File: src/rtl/alp_cmd_scheduler.sv
// Round-robin front end that shares one ALP datapath between two requesters and
// sequences LOAD/COMP/CLR strobes. Optional perf counters: define ALP_SCHED_PERF_EN.
module alp_cmd_scheduler #(
    parameter int         W           = 4,
    parameter logic [2:0] MUL_END     = 3'd5,
    parameter int         MUL_TIMEOUT = 24
) (
    input  logic         clk,
    input  logic         rst_n,
    input  logic         req0_valid,
    output logic         req0_ready,
    input  logic         req0_clr,
    input  logic [2:0]   req0_op,
    input  logic [W-1:0] req0_data,
    input  logic         req1_valid,
    output logic         req1_ready,
    input  logic         req1_clr,
    input  logic [2:0]   req1_op,
    input  logic [W-1:0] req1_data,
    output logic         rsp_valid,
    input  logic         rsp_ready,
    output logic         rsp_id,
    output logic [W-1:0] rsp_data,
    output logic         rsp_err,
    output logic         alp_load,
    output logic         alp_comp,
    output logic         alp_clr,
    output logic [2:0]   alp_op,
    output logic [W-1:0] alp_data,
    input  logic [2:0]   alp_mul_state,
    input  logic [W-1:0] alp_result,
`ifdef ALP_SCHED_PERF_EN
    output logic         busy,
    output logic [15:0]  perf_ops,
    output logic [15:0]  perf_mul_cyc
`else
    output logic         busy
`endif
);

    typedef enum logic [2:0] {
        S_IDLE,
        S_LOAD,
        S_COMP,
        S_CAPT,
        S_CLRS,
        S_RESP
    } state_t;

    localparam logic [2:0]    OP_MUL   = 3'b010;
    localparam int            CW       = $clog2(MUL_TIMEOUT + 1);
    localparam logic [CW-1:0] CNT_LAST = CW'(MUL_TIMEOUT - 1);

    state_t        state, state_nxt;
    logic          last_id;      // 1 when req1 won the most recent grant
    logic          cur_id;
    logic          cur_err;
    logic [2:0]    cur_op;
    logic [W-1:0]  cur_data;
    logic [CW-1:0] comp_cnt;
    logic          mul_end_seen;
    logic          mul_end_hit;
    logic          mul_timeout;
    logic          grant0;
    logic          grant1;
    logic          grant_any;
    logic          is_mul;

    assign is_mul     = (cur_op == OP_MUL);
    assign grant_any  = grant0 | grant1;
    assign req0_ready = grant0;
    assign req1_ready = grant1;
    assign rsp_valid  = (state == S_RESP);
    assign busy       = (state != S_IDLE);
    assign alp_op     = cur_op;
    assign alp_data   = cur_data;

    // With both requesters valid, the one not granted last wins.
    always_comb begin
        grant0 = 1'b0;
        grant1 = 1'b0;
        if (state == S_IDLE) begin
            if (req0_valid && req1_valid) begin
                grant0 = last_id;
                grant1 = ~last_id;
            end else if (req0_valid) begin
                grant0 = 1'b1;
            end else if (req1_valid) begin
                grant1 = 1'b1;
            end
        end
    end

    always_comb begin
        // NOTE: every output of this block gets a default first so no latch is inferred.
        state_nxt   = state;
        alp_load    = 1'b0;
        alp_comp    = 1'b0;
        alp_clr     = 1'b0;
        mul_end_hit = 1'b0;
        mul_timeout = 1'b0;
        case (state)
            S_IDLE: begin
                if (grant_any) begin
                    state_nxt = (grant1 ? req1_clr : req0_clr) ? S_CLRS : S_LOAD;
                end
            end
            S_LOAD: begin
                alp_load  = 1'b1;
                state_nxt = S_COMP;
            end
            S_COMP: begin
                alp_comp = 1'b1;
                if (!is_mul || mul_end_seen) begin
                    state_nxt = S_CAPT;
                end else if (alp_mul_state == MUL_END) begin
                    // Stay one more COMP cycle so the ALP writes R0/R1.
                    mul_end_hit = 1'b1;
                end else if (comp_cnt == CNT_LAST) begin
                    mul_timeout = 1'b1;
                    state_nxt   = S_CLRS;
                end
            end
            S_CAPT: begin
                state_nxt = S_RESP;
            end
            S_CLRS: begin
                alp_clr   = 1'b1;
                state_nxt = S_RESP;
            end
            S_RESP: begin
                if (rsp_ready) begin
                    state_nxt = S_IDLE;
                end
            end
            default: begin
                state_nxt = S_IDLE;
            end
        endcase
    end

    always_ff @(posedge clk or negedge rst_n) begin
        // NOTE: sequential state uses non-blocking assignments so all registers update together.
        if (!rst_n) begin
            state <= S_IDLE;
        end else begin
            state <= state_nxt;
        end
    end

    always_ff @(posedge clk or negedge rst_n) begin
        if (!rst_n) begin
            last_id      <= 1'b1;
            cur_id       <= 1'b0;
            cur_err      <= 1'b0;
            cur_op       <= '0;
            cur_data     <= '0;
            comp_cnt     <= '0;
            mul_end_seen <= 1'b0;
        end else if (grant_any) begin
            last_id      <= grant1;
            cur_id       <= grant1;
            cur_err      <= 1'b0;
            cur_op       <= grant1 ? req1_op : req0_op;
            cur_data     <= grant1 ? req1_data : req0_data;
            comp_cnt     <= '0;
            mul_end_seen <= 1'b0;
        end else if (state == S_COMP) begin
            comp_cnt <= comp_cnt + CW'(1);
            if (mul_end_hit) begin
                mul_end_seen <= 1'b1;
            end
            if (mul_timeout) begin
                cur_err <= 1'b1;
            end
        end
    end

    // Response fields are loaded once and held stable for the whole RESP state.
    always_ff @(posedge clk or negedge rst_n) begin
        if (!rst_n) begin
            rsp_id   <= 1'b0;
            rsp_data <= '0;
            rsp_err  <= 1'b0;
        end else if (state == S_CAPT) begin
            rsp_id   <= cur_id;
            rsp_data <= alp_result;
            rsp_err  <= 1'b0;
        end else if (state == S_CLRS) begin
            rsp_id   <= cur_id;
            rsp_data <= '0;
            rsp_err  <= cur_err;
        end
    end

`ifdef ALP_SCHED_PERF_EN
    always_ff @(posedge clk or negedge rst_n) begin
        if (!rst_n) begin
            perf_ops     <= '0;
            perf_mul_cyc <= '0;
        end else begin
            if (rsp_valid && rsp_ready && (perf_ops != 16'hFFFF)) begin
                perf_ops <= perf_ops + 16'd1;
            end
            if ((state == S_COMP) && is_mul && (perf_mul_cyc != 16'hFFFF)) begin
                perf_mul_cyc <= perf_mul_cyc + 16'd1;
            end
        end
    end
`endif

endmodule

File: config.mk
export PLATFORM = sky130hd
export DESIGN_NAME = alp_cmd_scheduler
export DESIGN_NICKNAME = d
export VERILOG_FILES = /design/src/rtl/alp_cmd_scheduler.sv
export SDC_FILE = /design/constraint.sdc
export NUM_CORES = 1
export LEC_CHECK = 0
export CAP_MARGIN = 20
export CORE_UTILIZATION = 42
export CTS_CLUSTER_DIAMETER = 200
export DETAILED_ROUTE_END_ITERATION = 10
export PLACE_DENSITY_LB_ADDON = 0.05
export REMOVE_ABC_BUFFERS = 1
export SLEW_MARGIN = 20
export SYNTH_ARGS = -nofsm -noshare
export SYNTH_HDL_FRONTEND = slang
export SYNTH_SLANG_ARGS = --single-unit
export TNS_END_PERCENT = 1
File: constraint.sdc
create_clock -name clk -period 2.1 [get_ports clk]
set_input_delay 0.63 -clock clk [delete_from_list [all_inputs] [get_ports clk]]
set_output_delay 0.63 -clock clk [all_outputs]
set_load 0.02 [all_outputs]
==> results.md, run 1 <==
- Hold Path Class: flip-flop to flip-flop
- Hold buffer count at CTS: 0
- Mapped Avg Cell Area: 8.98 µm²
- ANT cells: 0
- I/O Pins: 48
- Total Die Area: 0.00328 mm²
- Die width: 57.3 µm
- CTS tree: done
- Reg2reg end: comp_cnt[0]$_DFFE_PN0P_
- Setup crit start: state[1]$_DFFE_PN0P_
- Routed wire per std cell: 13.2 µm
- Initial Util: 0.454
- Nets@finish: 239
- DRC viols: 8
- HP Start: cur_id$_DFFE_PN0N_
- Util after Layout: 0.690
- Site Rows: 19
- Post-DP HPWL: 2390 µm
- Outcome: complete, but fails checks
- CP Class: flip-flop to output port
- DR pass1 iterations: 8
- CTS max path bufs: 2
- Hold Worst Slack: 0.532 ns
- Fin. Hold Viols: 0
- Slew @ Worst Pin: 0.468 ns
- Max Cap Viol: 0
- Top Family by Delay on Critical Path: flip-flops
- Tmin final: 2.02 ns
- Power Total: 2.51 mW
- Count of cell types in the netlist: 37
- Clock root buffer: clkbuf_4
- Most frequent cells in the layout: clkdlybuf4s50_1 (38), nand2_1 (22), nor2_1 (22), dfrtp_1 (22), buf_4 (22)
- Slew HR: 0.687
- Critical Path Source Type: flip-flop
- Total global-route track usage: 0.212
- P per Cell Area: 1290 mW/mm²
- RSZ-0062 raised after global routing: true
- Setup TNS: 0 ns
- Critical path buffer and inverter count: 3
- Skew-Pair Late Insertion Delay: 0.32 ns
- Number of synthesized register bits: 25
- Grt ovf: 0
- Drt total wl: 3170 µm
- Filler cells: 230
- Worst Setup End Kind: output port
- Critical path's slowest cell: dfrtp_2
- Final Wtd Congestion: 0.824
- Share of layout cells above drive strength 1: 0.206
- Worst flop-to-flop path startpoint: state[1]$_DFFE_PN0P_
- Clk sinks: 25
- Crit share post-route: 0.960
- Antenna violations before repair: 0
- Critical Path AT: 1.39 ns
- Worst-path clk slew: 0.13 ns
- ANT nets after route: 0
- Yosys Warn Count: 0
- CTS buffer count: 3
- Max H-tree Level: 1
- CP Depth: 5
- Sequential fraction of the synthesis area: 0.488
- Largest net degree at the start of global routing: 18
- Gate count after technology mapping: 143
- Layout Skew: 0.00384 ns
- Final setup fails: 0
- Leak: 0.892 nW
- Failing checks: DRC
- Fmax: 496 MHz
- Vias in the first global route: 1311
- Initial drt markers: 31
- Die height: 57.3 µm
- Hold endpoint: cur_id$_DFFE_PN0N_
- DR vias/cell: 5.30
- Crit-path max cell delay: 0.47 ns
- R2R depth: 7
- IO buf count: 47
- Synthesized area: 0.00128 mm²
- Core area: 0.00283 mm²
- CP Cell Sequence: nor3_4 -> buf_4 -> nand2_1 -> inv_1 -> buf_6
- Critical Path RT: 1.47 ns
- Leading cell type in the layout, fill and taps excluded: clkdlybuf4s50_1
- First-pass GRT wire length: 5420 µm
- CP max FO: 5
- R2R Setup Slk: 0.45 ns
- Hold depth: 2
- Max VDD drop: 720 µV
- Max-slew violations: 0
- P&R area growth vs syn: 52.0%
- Vias: 1271
## layout make-up
| cell class | instances | area (µm²) | area share |
|---|---|---|---|
| sequential | 25 | 629 | 0.322 |
| multi-input combinational | 105 | 617 | 0.316 |
| timing repair buffer | 68 | 614 | 0.315 |
| tap | 31 | 38.8 | 0.0199 |
| clock buffer | 4 | 26.3 | 0.0135 |
| inverter | 7 | 26.3 | 0.0135 |
## synth_stat cells
master	instances	area, µm²
buf_2	6	30.0
xor2_1	3	26.3
nand4_1	2	12.5
and3_1	1	6.26
or3_1	1	6.26
dfrtp_1	24	601
nand2_1	22	82.6
dfstp_2	1	26.3
o21ai_0	4	20.0
a31oi_1	8	50.1
nand2b_1	2	12.5
inv_2	2	7.51
and4b_1	1	10.0
or2_1	1	6.26
or2b_1	1	7.51
o21ba_1	1	10.0
o21ai_1	2	10.0
nor3_2	1	10.0
a221oi_1	2	17.5
nor3b_4	1	18.8
a211oi_1	4	30.0
nor2_1	23	86.3
o21a_1	1	7.51
a21oi_1	8	40.0
mux2i_1	2	20.0
inv_1	5	18.8
ha_1	1	12.5
o32a_1	1	10.0
or4b_1	1	10.0
o211a_1	1	10.0
a21boi_1	1	7.51
nor4b_1	1	8.76
o22ai_1	1	6.26
nor3_1	1	5.00
nor2_2	2	12.5
xnor2_1	1	8.76
and2_1	3	18.8
## worst max path at each step
stage | end | slack (ns)
global route | req0_ready | 0.0006
detailed placement | req1_ready | -0.59
global placement | req1_ready | -0.56
floorplan | req0_ready | 0.09
CTS | busy | -0.05
finish | req1_ready | 0.08
## flip-flops by register name, indices dropped and copies added, names as in the netlist
name / cells
mul_end_seen: 1
alp_op: 3
cur_err: 1
state: 3
last_id: 1
alp_data: 4
rsp_data: 4
rsp_id: 1
comp_cnt: 5
cur_id: 1
rsp_err: 1
## per-stage QoR
| stage | instances | setup slack (ns) | area (µm²) |
|---|---|---|---|
| after floorplan | 137 | 0.0870 | 1250 |
| after global placement | 233 | -0.556 | 1910 |
| after detailed placement | 233 | -0.589 | 1910 |
| after CTS | 239 | -0.0456 | 1940 |
| after global routing | 240 | 0.000584 | 1950 |
| final | 240 | 0.0837 | 1950 |
## cells by family after synthesis
kind of cell             share of synthesized area
flip-flops                                   0.488
buffers and inverters                       0.0439
AND/OR/NAND/NOR                              0.245
adder cells (fa/ha/maj)                    0.00975
XOR/XNOR                                    0.0273
multiplexers                                0.0156
AO/OA/AOI/OAI                                0.171
## timing repair
action,in CTS,in global routing
setup endpoints to repair,7,4
pin swaps,0,1
setup buffers,2,1
resized for setup,31,7
endpoints found under the hold margin,0,0
## layer usage
metal	global-route usage	share of wire	wire length (µm)	up-vias
li1	-	-	-	628
met1	0.253	0.43	1350	603
met2	0.366	0.52	1630	36
met3	0.0431	0.047	150	4
met4	0.105	0.011	34	0
met5	0	0	0	-
## worst register-to-register path, cell delays in order, from the launching register on
cell     delay, ns
dfrtp_2       0.47
nor3_4        0.23
buf_4         0.14
nand2_1       0.05
buf_4         0.13
buf_4         0.18
nand2_1       0.25
nor2_1        0.09
## power by group
group | switching, mW | internal (mW) | total (mW) | leakage [nW]
registers | 0.153 | 0.671 | 0.824 | 0.313
logic | 0.751 | 0.724 | 1.47 | 0.564
clock network | 0.141 | 0.0744 | 0.215 | 0.0150
total | 1.04 | 1.47 | 2.51 | 0.892
No activity file was read; power rests on OpenSTA's default activity.
==> run 2: changes to the inputs <==
CORE_MARGIN = 2   (was not set)
==> results.md, run 2 (synthesis results as in run 1) <==
- CTS max path bufs: 2 (unchanged)
- IO buf count: 47 (unchanged)
- P&R area growth vs syn: 51.7%
- CP max FO: 3 (-2)
- ANT nets after route: 0 (unchanged)
- Critical Path Source Type: flip-flop
- Vias: 1241 (-2.4%)
- Routed wire per std cell: 13.1 µm (-1.1%)
- Drt total wl: 3120 µm (-1.5%)
- First-pass GRT wire length: 5440 µm (+0.26%)
- Die height: 59.3 µm (+3.5%)
- Setup crit start: state[2]$_DFFE_PN0P_
- Max-slew violations: 0 (unchanged)
- DR pass1 iterations: 4 (-4)
- Leak: 0.884 nW (-0.92%)
- Grt ovf: 0 (unchanged)
- Leading cell type in the layout, fill and taps excluded: clkdlybuf4s50_1
- Outcome: complete, no violations
- Power Total: 2.52 mW (+0.38%)
- Layout Skew: 0.00708 ns (+0.00324 ns)
- Dpl cells: 235 (+0.86%)
- Max H-tree Level: 1 (unchanged)
- Max Cap Viol: 0 (unchanged)
- Critical path buffer and inverter count: 3 (unchanged)
- Hold buffer count at CTS: 0 (unchanged)
- Worst flop-to-flop path startpoint: state[2]$_DFFE_PN0P_
- Crit share post-route: 0.981 (+0.0213)
- Slew @ Worst Pin: 0.482 ns (+0.0140 ns)
- Initial drt markers: 31 (unchanged)
- Critical Path RT: 1.47 ns (about the same)
- Critical path's slowest cell: dfrtp_1
- Tmin final: 2.06 ns (+0.0447 ns)
- HP Start: last_id$_DFFE_PN1N_
- Die width: 59.3 µm (+3.5%)
- Worst-path clk slew: 0.14 ns (about the same)
- Site Rows: 20 (+1)
- Seq. cell area: 628 µm² (-0.20%)
- Max VDD drop: 622 µV (-14%)
- Crit-path max cell delay: 0.44 ns (-0.03 ns)
- Post-Layout Cell Count: 239 (-0.42%)
- Clock root buffer: clkbuf_4
- DR vias/cell: 5.19 (-2.0%)
- CP Class: flip-flop to output port
- Skew-Pair Late Insertion Delay: 0.31 ns (about the same)
- Hold Worst Slack: 0.528 ns (-0.00425 ns)
- Nets@finish: 236 (-1.3%)
- Setup TNS: 0 ns (unchanged)
- ANT cells: 0 (unchanged)
- I/O Pins: 48 (unchanged)
- Top Family by Delay on Critical Path: buffers and inverters
- Hold Path Class: flip-flop to flip-flop
- Worst Setup End Kind: output port
- Core area: 0.00298 mm² (+5.3%)
- Final setup fails: 0 (unchanged)
- Antenna violations before repair: 0 (unchanged)
- Initial Util: 0.431 (-0.0227)
- CP Cell Sequence: nor3_4 -> buf_4 -> inv_2 -> clkdlybuf4s15_1
- Largest Register: comp_cnt
- Filler cells: 271 (+18%)
- Final Wtd Congestion: 0.745 (-9.7%)
- Most frequent cells in the layout: clkdlybuf4s50_1 (38), dfrtp_1 (23), nor2_1 (22), nand2_1 (22), buf_4 (17)
- DRC viols: 0 (-8)
- CTS tree: done
- R2R Setup Slk: 0.63 ns (+0.18 ns)
- Clk sinks: 25 (unchanged)
- Total global-route track usage: 0.199 (-0.0135)
- Share of layout cells above drive strength 1: 0.184 (-0.0213)
- P per Cell Area: 1300 mW/mm² (+0.63%)
- Largest register FFs: 5 (unchanged)
- Critical Path AT: 1.43 ns (+0.04 ns)
- Fin. Hold Viols: 0 (unchanged)
- Vias in the first global route: 1257 (-4.1%)
- CTS buffer count: 3 (unchanged)
- RSZ-0062 raised after global routing: true
- Multi-input gate area: 621 µm² (+0.61%)
- Post-DP HPWL: 2460 µm (+2.9%)
- Slew HR: 0.678 (-0.00939)
- Fmax: 485 MHz (-2.2%)
- Largest net degree at the start of global routing: 18 (unchanged)
- Total Die Area: 0.00351 mm² (+7.1%)
-- run 2: power by group --
part	leakage (nW)	switching (mW)	internal [mW]	total, mW
Sequential	0.314	0.150	0.669	0.818
Clock	0.0150	0.138	0.0741	0.212
Combinational	0.554	0.757	0.736	1.49
-- run 2: stage by stage --
step	setup slack [ns]	cell area (µm²)	utilization
6_report	0.0389	1950	0.654
5_1_grt	-0.0469	1950	0.654
4_1_cts	-0.0294	1940	0.650
3_5_place_dp	-0.599	1910	0.642
3_3_place_gp	-0.547	1910	0.642
2_1_floorplan	0.0870	1250	-
-- run 2: worst min-delay path, delay by kind of cell, from the launching register on --
kind            cells  cell delay (ns)
compound gates      1             0.07
buf+inv             1             0.07
flops               1             0.40
-- run 2: path summary, 6_finish.rpt --
check,to,cells past startpoint
worst max-delay path,busy,4
worst min-delay path,last_id$_DFFE_PN1N_,2
worst max register to register,alp_data[2]$_DFFE_PN0N_,5
worst min register to register,last_id$_DFFE_PN1N_,2
max in group asynchronous,state[1]$_DFFE_PN0P_,2
min in group asynchronous,mul_end_seen$_DFFE_PN0P_,1
-- run 2: timing repair --
action	CTS	global route
gates resized for setup	31	9
endpoints found under the setup margin	7	4
setup buffers	0	0
-- run 2: layout make-up --
class                      count  area share
clock buffer                   4      0.0135
multi-input combinational    105       0.319
inverter                       7      0.0135
tap                           33      0.0212
timing repair buffer          65       0.310
sequential                    25       0.323
-- run 2: per-layer routing --
| layer | global-route usage | up-vias | wire length [µm] |
|---|---|---|---|
| li1 | - | 623 | - |
| met3 | 0.0218 | 2 | 129 |
| met2 | 0.355 | 28 | 1640 |
| met1 | 0.251 | 588 | 1340 |
| met5 | 0 | - | 0 |
| met4 | 0.0584 | 0 | 17 |
